**config.mk**
```make
export PLATFORM = sky130hd
export DESIGN_NAME = spike_rate_classifier
export DESIGN_NICKNAME = d
export VERILOG_FILES = /design/src/rtl/spike_rate_classifier.sv
export SDC_FILE = /design/constraint.sdc
export NUM_CORES = 1
export LEC_CHECK = 0
export ABC_CLOCK_PERIOD_IN_PS = 10100
export CAP_MARGIN = 20
export CORE_UTILIZATION = 25
export CTS_CLUSTER_SIZE = 14
export DETAILED_ROUTE_END_ITERATION = 8
export GPL_ROUTABILITY_DRIVEN = 0
export GPL_TIMING_DRIVEN = 0
export MAX_ROUTING_LAYER = met4
export SLEW_MARGIN = 40
export SYNTH_ARGS = -nofsm -noshare
export SYNTH_HDL_FRONTEND = slang
export SYNTH_SLANG_ARGS = --single-unit
export TNS_END_PERCENT = 100
```
**constraint.sdc**
```tcl
create_clock -name clk -period 10.1 [get_ports clk]
set_input_delay 2.02 -clock clk [delete_from_list [all_inputs] [get_ports clk]]
set_output_delay 2.02 -clock clk [all_outputs]
set_load 0.01 [all_outputs]
```
**src/rtl/spike_rate_classifier.sv**
```systemverilog
// Output stage for the SNN: accumulates NUM_STEPS int8 vectors per class with
// saturation, then scans serially for the winning class and reports it.
module spike_rate_classifier #(
    parameter int                NUM_CLASSES      = 10,
    parameter int                NUM_STEPS        = 8,
    parameter int                DATA_WIDTH       = 8,
    parameter int                ACC_WIDTH        = 16,
    parameter logic signed [8:0] INPUT_ZERO_POINT = 9'sd0,
    localparam int               IDX_W            = (NUM_CLASSES > 1) ? $clog2(NUM_CLASSES) : 1
) (
    input  logic                          clk,
    input  logic                          rst_n,
    input  logic                          i_valid,
    output logic                          i_ready,
    input  logic [NUM_CLASSES*DATA_WIDTH-1:0] i_data,
    output logic                          o_valid,
    input  logic                          o_ready,
    output logic [IDX_W-1:0]              o_class,
    output logic [ACC_WIDTH-1:0]          o_score
);

    localparam int FC_W   = (NUM_STEPS > 1) ? $clog2(NUM_STEPS) : 1;
    localparam int DIFF_W = ((DATA_WIDTH > 9) ? DATA_WIDTH : 9) + 1;
    localparam int SUM_W  = ((ACC_WIDTH > DIFF_W) ? ACC_WIDTH : DIFF_W) + 1;

    localparam logic signed [ACC_WIDTH-1:0] ACC_MAX = {1'b0, {(ACC_WIDTH-1){1'b1}}};
    localparam logic signed [ACC_WIDTH-1:0] ACC_MIN = {1'b1, {(ACC_WIDTH-1){1'b0}}};
    localparam logic [IDX_W-1:0]            IDX_LAST   = IDX_W'(NUM_CLASSES - 1);
    localparam logic [FC_W-1:0]             FRAME_LAST = FC_W'(NUM_STEPS - 1);

    typedef enum logic [1:0] {S_IDLE, S_ACC, S_MAX, S_DONE} state_t;

    state_t                        state;
    logic [IDX_W-1:0]              idx;
    logic [FC_W-1:0]               frame_cnt;
    logic signed [DATA_WIDTH-1:0]  vec [NUM_CLASSES];
    logic signed [ACC_WIDTH-1:0]   acc [NUM_CLASSES];
    logic signed [ACC_WIDTH-1:0]   best_val;
    logic [IDX_W-1:0]              best_idx;

    logic signed [DIFF_W-1:0]      diff;
    logic signed [SUM_W-1:0]       sum;
    logic signed [ACC_WIDTH-1:0]   sat_val;
    logic signed [ACC_WIDTH-1:0]   cur_val;
    logic                          take;
    logic signed [ACC_WIDTH-1:0]   nxt_best_val;
    logic [IDX_W-1:0]              nxt_best_idx;

    assign i_ready = (state == S_IDLE);
    assign o_valid = (state == S_DONE);

    // Sum is wide enough that both the zero-point shift and the accumulate
    // can never wrap before the clamp sees them.
    // NOTE: every always_comb output gets a value on all paths, so no latch is inferred.
    always_comb begin
        diff    = DIFF_W'(vec[idx]) - DIFF_W'(INPUT_ZERO_POINT);
        sum     = SUM_W'(acc[idx]) + SUM_W'(diff);
        sat_val = ACC_WIDTH'(sum);
        if (sum > SUM_W'(ACC_MAX))
            sat_val = ACC_MAX;
        else if (sum < SUM_W'(ACC_MIN))
            sat_val = ACC_MIN;

        cur_val      = acc[idx];
        take         = (idx == '0) || (cur_val > best_val);
        nxt_best_val = take ? cur_val : best_val;
        nxt_best_idx = take ? idx : best_idx;
    end

    // NOTE: the vector register has no reset; it is always written before S_ACC reads it.
    always_ff @(posedge clk) begin
        if (state == S_IDLE && i_valid) begin
            for (int k = 0; k < NUM_CLASSES; k++)
                vec[k] <= i_data[k*DATA_WIDTH +: DATA_WIDTH];
        end
    end

    // NOTE: sequential state uses non-blocking assignments only, so every
    // register samples pre-edge values regardless of statement order.
    always_ff @(posedge clk or negedge rst_n) begin
        if (!rst_n) begin
            state     <= S_IDLE;
            idx       <= '0;
            frame_cnt <= '0;
            best_val  <= '0;
            best_idx  <= '0;
            o_class   <= '0;
            o_score   <= '0;
            for (int k = 0; k < NUM_CLASSES; k++)
                acc[k] <= '0;
        end else begin
            case (state)
                S_IDLE: begin
                    if (i_valid) begin
                        idx   <= '0;
                        state <= S_ACC;
                    end
                end
                S_ACC: begin
                    acc[idx] <= sat_val;
                    if (idx == IDX_LAST) begin
                        if (frame_cnt == FRAME_LAST) begin
                            idx   <= '0;
                            state <= S_MAX;
                        end else begin
                            frame_cnt <= frame_cnt + 1'b1;
                            state     <= S_IDLE;
                        end
                    end else begin
                        idx <= idx + 1'b1;
                    end
                end
                S_MAX: begin
                    best_val <= nxt_best_val;
                    best_idx <= nxt_best_idx;
                    if (idx == IDX_LAST) begin
                        o_class <= nxt_best_idx;
                        o_score <= nxt_best_val;
                        state   <= S_DONE;
                    end else begin
                        idx <= idx + 1'b1;
                    end
                end
                S_DONE: begin
                    if (o_ready) begin
                        frame_cnt <= '0;
                        for (int k = 0; k < NUM_CLASSES; k++)
                            acc[k] <= '0;
                        state <= S_IDLE;
                    end
                end
                default: state <= S_IDLE;
            endcase
        end
    end

endmodule

```
==> reports/qor.csv, run 1 <==
metric,value,unit
status,"complete, no violations",
startpoint types,register,
Yosys warnings,0,
Final setup viols,0,
Synth Flop Type,dfrtp_1,
Crit Path Max Fanout,10,
ys async rst share,72.3,%
GR Util All Layers,15.0,%
Critical Path End Type,register,
fillers,5609,
max-cap viol count,0,
GRT Residual Overflow,0,
crit-path max cell delay,0.65,ns
RSZ-0062 raised after global routing,false,
highest clock rate,184,MHz
worst-case clock buffer depth,3,
WP data required,10.62,ns
worst path arrival time,5.94,ns
CP Buf/Inv Count,4,
core box area,55500,sq um
Die Wd,240,um
# DRC,0,
first drt pass iteration count,7,
Final Cycle Share,53.7,%
cell count after synthesis,1108,
number of flops mapped to enable cells by yosys,80,
max-slew violations,0,
Seq cells post-synth,289,
DR WL/cell,20.7,um
post-synth cell types,60,
worst hold path class,reg2reg,
vias in the first global route,10600,
DRT iter0 DRCs,781,
Num CTS Buffers,31,
initial antenna violation count,0,
post-synth top area share,36.9,%
hold_buf cts,0,
most frequent cells after synthesis,"dfrtp_1 (209), a32o_1 (112), edfxtp_1 (80)",
CTS tree,yes,
dpl hpwl,29800,um
"area leader, netlist",dfrtp_1,
Via-to-Cell Ratio,5.18,
Die Y,240,um
Worst-Margin Slew,0.855,ns
layout cell share with drive strength beyond 1,16.8,%
slowest CP cell,buf_1,
fin crit period,5.42,ns
relative slew slack,42.4,%
Diodes inserted,0,
die area,57600,sq um
static power due to leakage,6.87,nW
postcts setup bufs,0,
Final Hold Violating Endpoints,0,
first-pass GRT wire length,64300,um
Clock Latency Late Sink,0.59,ns
most numerous cell in the Yosys netlist,dfrtp_1,
Root Buffer,clkbuf_16,
via count,10500,
post_cts resized,0,
Area contributors post-synth,"dfrtp_1 (37%), edfxtp_1 (17%), a32o_1 (7.9%)",
dpl ws,4.57,ns
Top Family by Delay on Critical Path,buffers and inverters,
Final ANT Viol Nets,0,
Area Growth Syn to Fin,23.0,%
largest net degree at the start of global routing,73,
pwr dens,373,nW/um^2
post-synthesis sequential area ratio,53.9,%
Starting Density,25.5,%
Top-Level Pins,106,
register area,7630,sq um
crit path kind,reg2reg,
Worst-path clk slew,0.06,ns
Port Buffers,105,
# nets final,1378,
skew final,0.0135,ns
post-route setup slack,4.68,ns
final WL,41900,um
Mean Syn Cell Area,12.8,sq um
area occupied by multi-input gates,6010,sq um
htree depth,1,
row cnt,86,
CTS sink count,289,
CP Cell Sequence,"buf_2, buf_1, buf_1, mux4_2, a211oi_1, a21oi_2, ha_1, a21oi_1, o21ai_0, mux2i_1, nand4_1, buf_4, o21ai_2, a32o_1",
Post-Syn Nets,1235,
"Cell Area, Synth",14200,sq um
VDD IR max,0.456,mV
TNS Setup,0,ns
"Top cell by count, worst path",buf_1,
per-stage QoR:
step | hold WS (ns) | power [mW] | util [%] | cells | cell area [sq um]
after detailed placement | 0.475 | 5.19 | 29.3 | 1966 | 16300
after global routing | 0.516 | 6.83 | 31.4 | 2024 | 17400
after floorplan | 0.463 | 4.05 | - | 1108 | 14200
after global placement | 0.472 | 5.10 | 29.1 | 1961 | 16200
after CTS | 0.488 | 6.44 | 31.4 | 2024 | 17400
final | 0.482 | 6.51 | 31.4 | 2024 | 17400
routing by layer:
layer  vias to the layer above  track usage (%)  wire length [um]
li1                       4685                -                 -
met1                      5357             19.3             18100
met4                         0             4.75              1310
met3                        84             2.37              2560
met2                       355             24.1             19900
met5                         -                -                 0
worst paths after layout:
kind                       startpoint           to  slack (ns)  depth (start not counted)
max                            idx[1]      acc[86]        4.68                         14
min                        o_class[2]   o_class[2]        0.48                          2
max reg2reg                    idx[1]      acc[86]        4.68                         14
min reg2reg                o_class[2]   o_class[2]        0.48                          2
max in group asynchronous       rst_n     acc[135]        7.95                          3
min in group asynchronous       rst_n  best_val[5]        1.24                          1
cells by family after synthesis:
group,Yosys count,share of synthesized area [%]
xor+xnor,9,0.556
simple gates,190,6.69
mux,92,11.5
compound gates,366,19.7
flops,289,53.9
buf+inv,119,3.77
fa+ha+maj,43,3.85
layout make-up:
| type | count | share of cell area [%] |
|---|---|---|
| clock inverter | 10 | 0.804 |
| sequential | 289 | 43.8 |
| tap | 748 | 5.37 |
| clock buffer | 48 | 5.71 |
| multi-input combinational | 700 | 34.5 |
| timing repair buffer | 110 | 6.76 |
| inverter | 29 | 0.625 |
| buffer | 90 | 2.44 |
worst register-to-register path, delay by kind of cell (launching register included):
family | cells | cell delay, ns
muxes | 2 | 0.70
buffers and inverters | 4 | 1.84
adders and majority gates | 1 | 0.50
DFF | 1 | 0.44
and+or+nand+nor | 1 | 0.20
AOI/OAI and AO/OA | 6 | 1.68
placed cells by master, fill, tap and decap left out, drive strengths merged, types with 6 or more instances in the layout:
cell and n:
a21o 15, clkinv 6, mux4 48, mux2 35
ha 42, nand4 10, o21ai 100, nor2 15
o211ai 22, nand3 68, mux2i 9, o311ai 15
edfxtp 80, a211oi 14, a22oi 19, a21oi 47
dfrtp 209, buf 50, a32o 112, inv 30
clkbuf 94, nand2 57, clkdlybuf4s50 104, nor2b 13
flip-flops by register name (all words and copies together), names as in the netlist, named ones only:
name       count
acc          160
vec           80
best_val      16
o_score       16
best_idx       4
idx            4
o_class        4
frame_cnt      3
state          1
where the power goes:
part           internal, mW  leakage [nW]  switching, mW
logic                  1.19          2.80           2.35
clock network         0.754         0.570          0.489
registers              1.57          3.51          0.156
(Power assumes the default switching activity.)
==> inputs of run 2 (changes only) <==
ABC_CLOCK_PERIOD_IN_PS = 5400   (was 10100)
clock period = 5.4 ns   (was 10.1 ns; I/O delays follow)
==> run 2 against run 1 <==
  * Fmax rose by 6.8%
  * Sequential share of layout area hardly changed
  * Largest power group unchanged
  * Hold slack worse by 0.18 ns
  * Critical endpoint unchanged
==> reports/qor.csv, run 2 (same netlist as run 1, synthesis figures left out) <==
metric,value,unit
GRT Residual Overflow,0,
most frequent cells in the layout,"dfrtp_1 (209), a32o_1 (112), clkdlybuf4s50_1 (104)",
worst-case clock buffer depth,3,
status,"complete, no violations",
die area,57600,sq um
Top reg by flops,acc,
post-route setup slack,0.323,ns
max reg flops,160,
first-pass GRT wire length,64300,um
crit path kind,reg2reg,
pwr dens,699,nW/um^2
Port Buffers,105,
initial antenna violation count,0,
Root Buffer,clkbuf_16,
WP data required,5.92,ns
Die Y,240,um
relative slew slack,42.3,%
final WL,42000,um
area occupied by multi-input gates,6010,sq um
Num CTS Buffers,31,
GR Util All Layers,15.0,%
post_cts resized,1,
DRT iter0 DRCs,814,
Worst-Margin Slew,0.856,ns
Diodes inserted,0,
worst path arrival time,5.59,ns
dpl ws,-0.128,ns
via count,10500,
# nets final,1377,
core box area,55500,sq um
post-route cell area,17400,sq um
GRT Max-Usage Layer,met2,
met3 Usage GRT,2.37,%
Final Non-Filler Cells,2023,
grt met2 use,24.1,%
placed instance count,1966,
VDD IR max,0.851,mV
Final ANT Viol Nets,0,
fillers,5609,
largest net degree at the start of global routing,73,
fin crit period,5.08,ns
met1 GRT Util,19.3,%
final core occ,31.4,%
register area,7630,sq um
Clock Latency Late Sink,0.59,ns
first drt pass iteration count,7,
row cnt,86,
highest clock rate,197,MHz
Crit Path Max Fanout,10,
Top-Level Pins,106,
max-cap viol count,0,
Starting Density,25.5,%
hold_buf cts,0,
area post-placement,16300,sq um
worst hold path class,in2async,
layout cell share with drive strength beyond 1,16.9,%
dpl hpwl,29800,um
Final setup viols,0,
Via-to-Cell Ratio,5.21,
TNS Setup,0,ns
Critical Path End Type,register,
startpoint types,register,
Die Wd,240,um
Worst-path clk slew,0.06,ns
skew final,0.0107,ns
vias in the first global route,10600,
"commonest non-fill, non-tap cell in the layout",dfrtp_1,
CTS tree,yes,
# DRC,0,
DR WL/cell,20.8,um
static power due to leakage,6.88,nW
Area Growth Syn to Fin,23.0,%
Final Hold Violating Endpoints,0,
Regs by FF count,"acc: 160 flops, vec: 80 flops",
postcts setup bufs,0,
htree depth,1,
Final Cycle Share,94.0,%
CTS sink count,289,
max-slew violations,0,
RSZ-0062 raised after global routing,false,
run 2: final timing paths:
| check | start | end | slack, ns | depth (start not counted) |
|---|---|---|---|---|
| max in group asynchronous | rst_n | acc[102] | 4.18 | 3 |
| min | rst_n | best_val[5] | 0.31 | 1 |
| min reg2reg | o_class[2] | o_class[2] | 0.48 | 2 |
| min in group clk | o_class[2] | o_class[2] | 0.48 | 2 |
| max | idx[0] | acc[86] | 0.32 | 15 |
| max reg2reg | idx[0] | acc[86] | 0.32 | 15 |
run 2: metrics by stage:
stage,power [mW],hold slack (ns)
5_1_grt,12.8,0.306
3_5_place_dp,9.70,0.475
6_report,12.2,0.306
4_1_cts,12.0,0.302
3_3_place_gp,9.54,0.472
2_1_floorplan,7.57,0.463
run 2: final cells by class:
cell class	instances	share of cell area, %
flip-flops and latches	289	43.8
repair buffers	110	6.76
plain buffers	89	2.43
well taps	748	5.37
multi-input cells	700	34.5
clock buffers	48	5.71
clock inverters	10	0.804
inverters	29	0.625
run 2: report_power, final:
group          switching, mW  internal (mW)  total, mW
logic                   4.40           2.23       6.64
clock network          0.914           1.41       2.32
registers              0.294           2.93       3.23
total                   5.61           6.58       12.2
run 2: critical path, cell delays in order, from the launching register on:
cell	delay [ns]
dfrtp_1	0.39
buf_2	0.28
buf_4	0.30
buf_2	0.38
mux4_2	0.60
nor2b_1	0.16
a211oi_1	0.28
a21oi_2	0.16
ha_1	0.49
a21oi_1	0.13
o21ai_0	0.29
mux2i_1	0.28
nand4_1	0.20
buf_4	0.24
o21ai_2	0.57
a32o_1	0.23
run 2: routing by layer:
metal	vias up	share of wire [%]
met5	-	0
met4	0	3.2
met3	97	6.4
met2	388	47
met1	5361	43
li1	4689	-
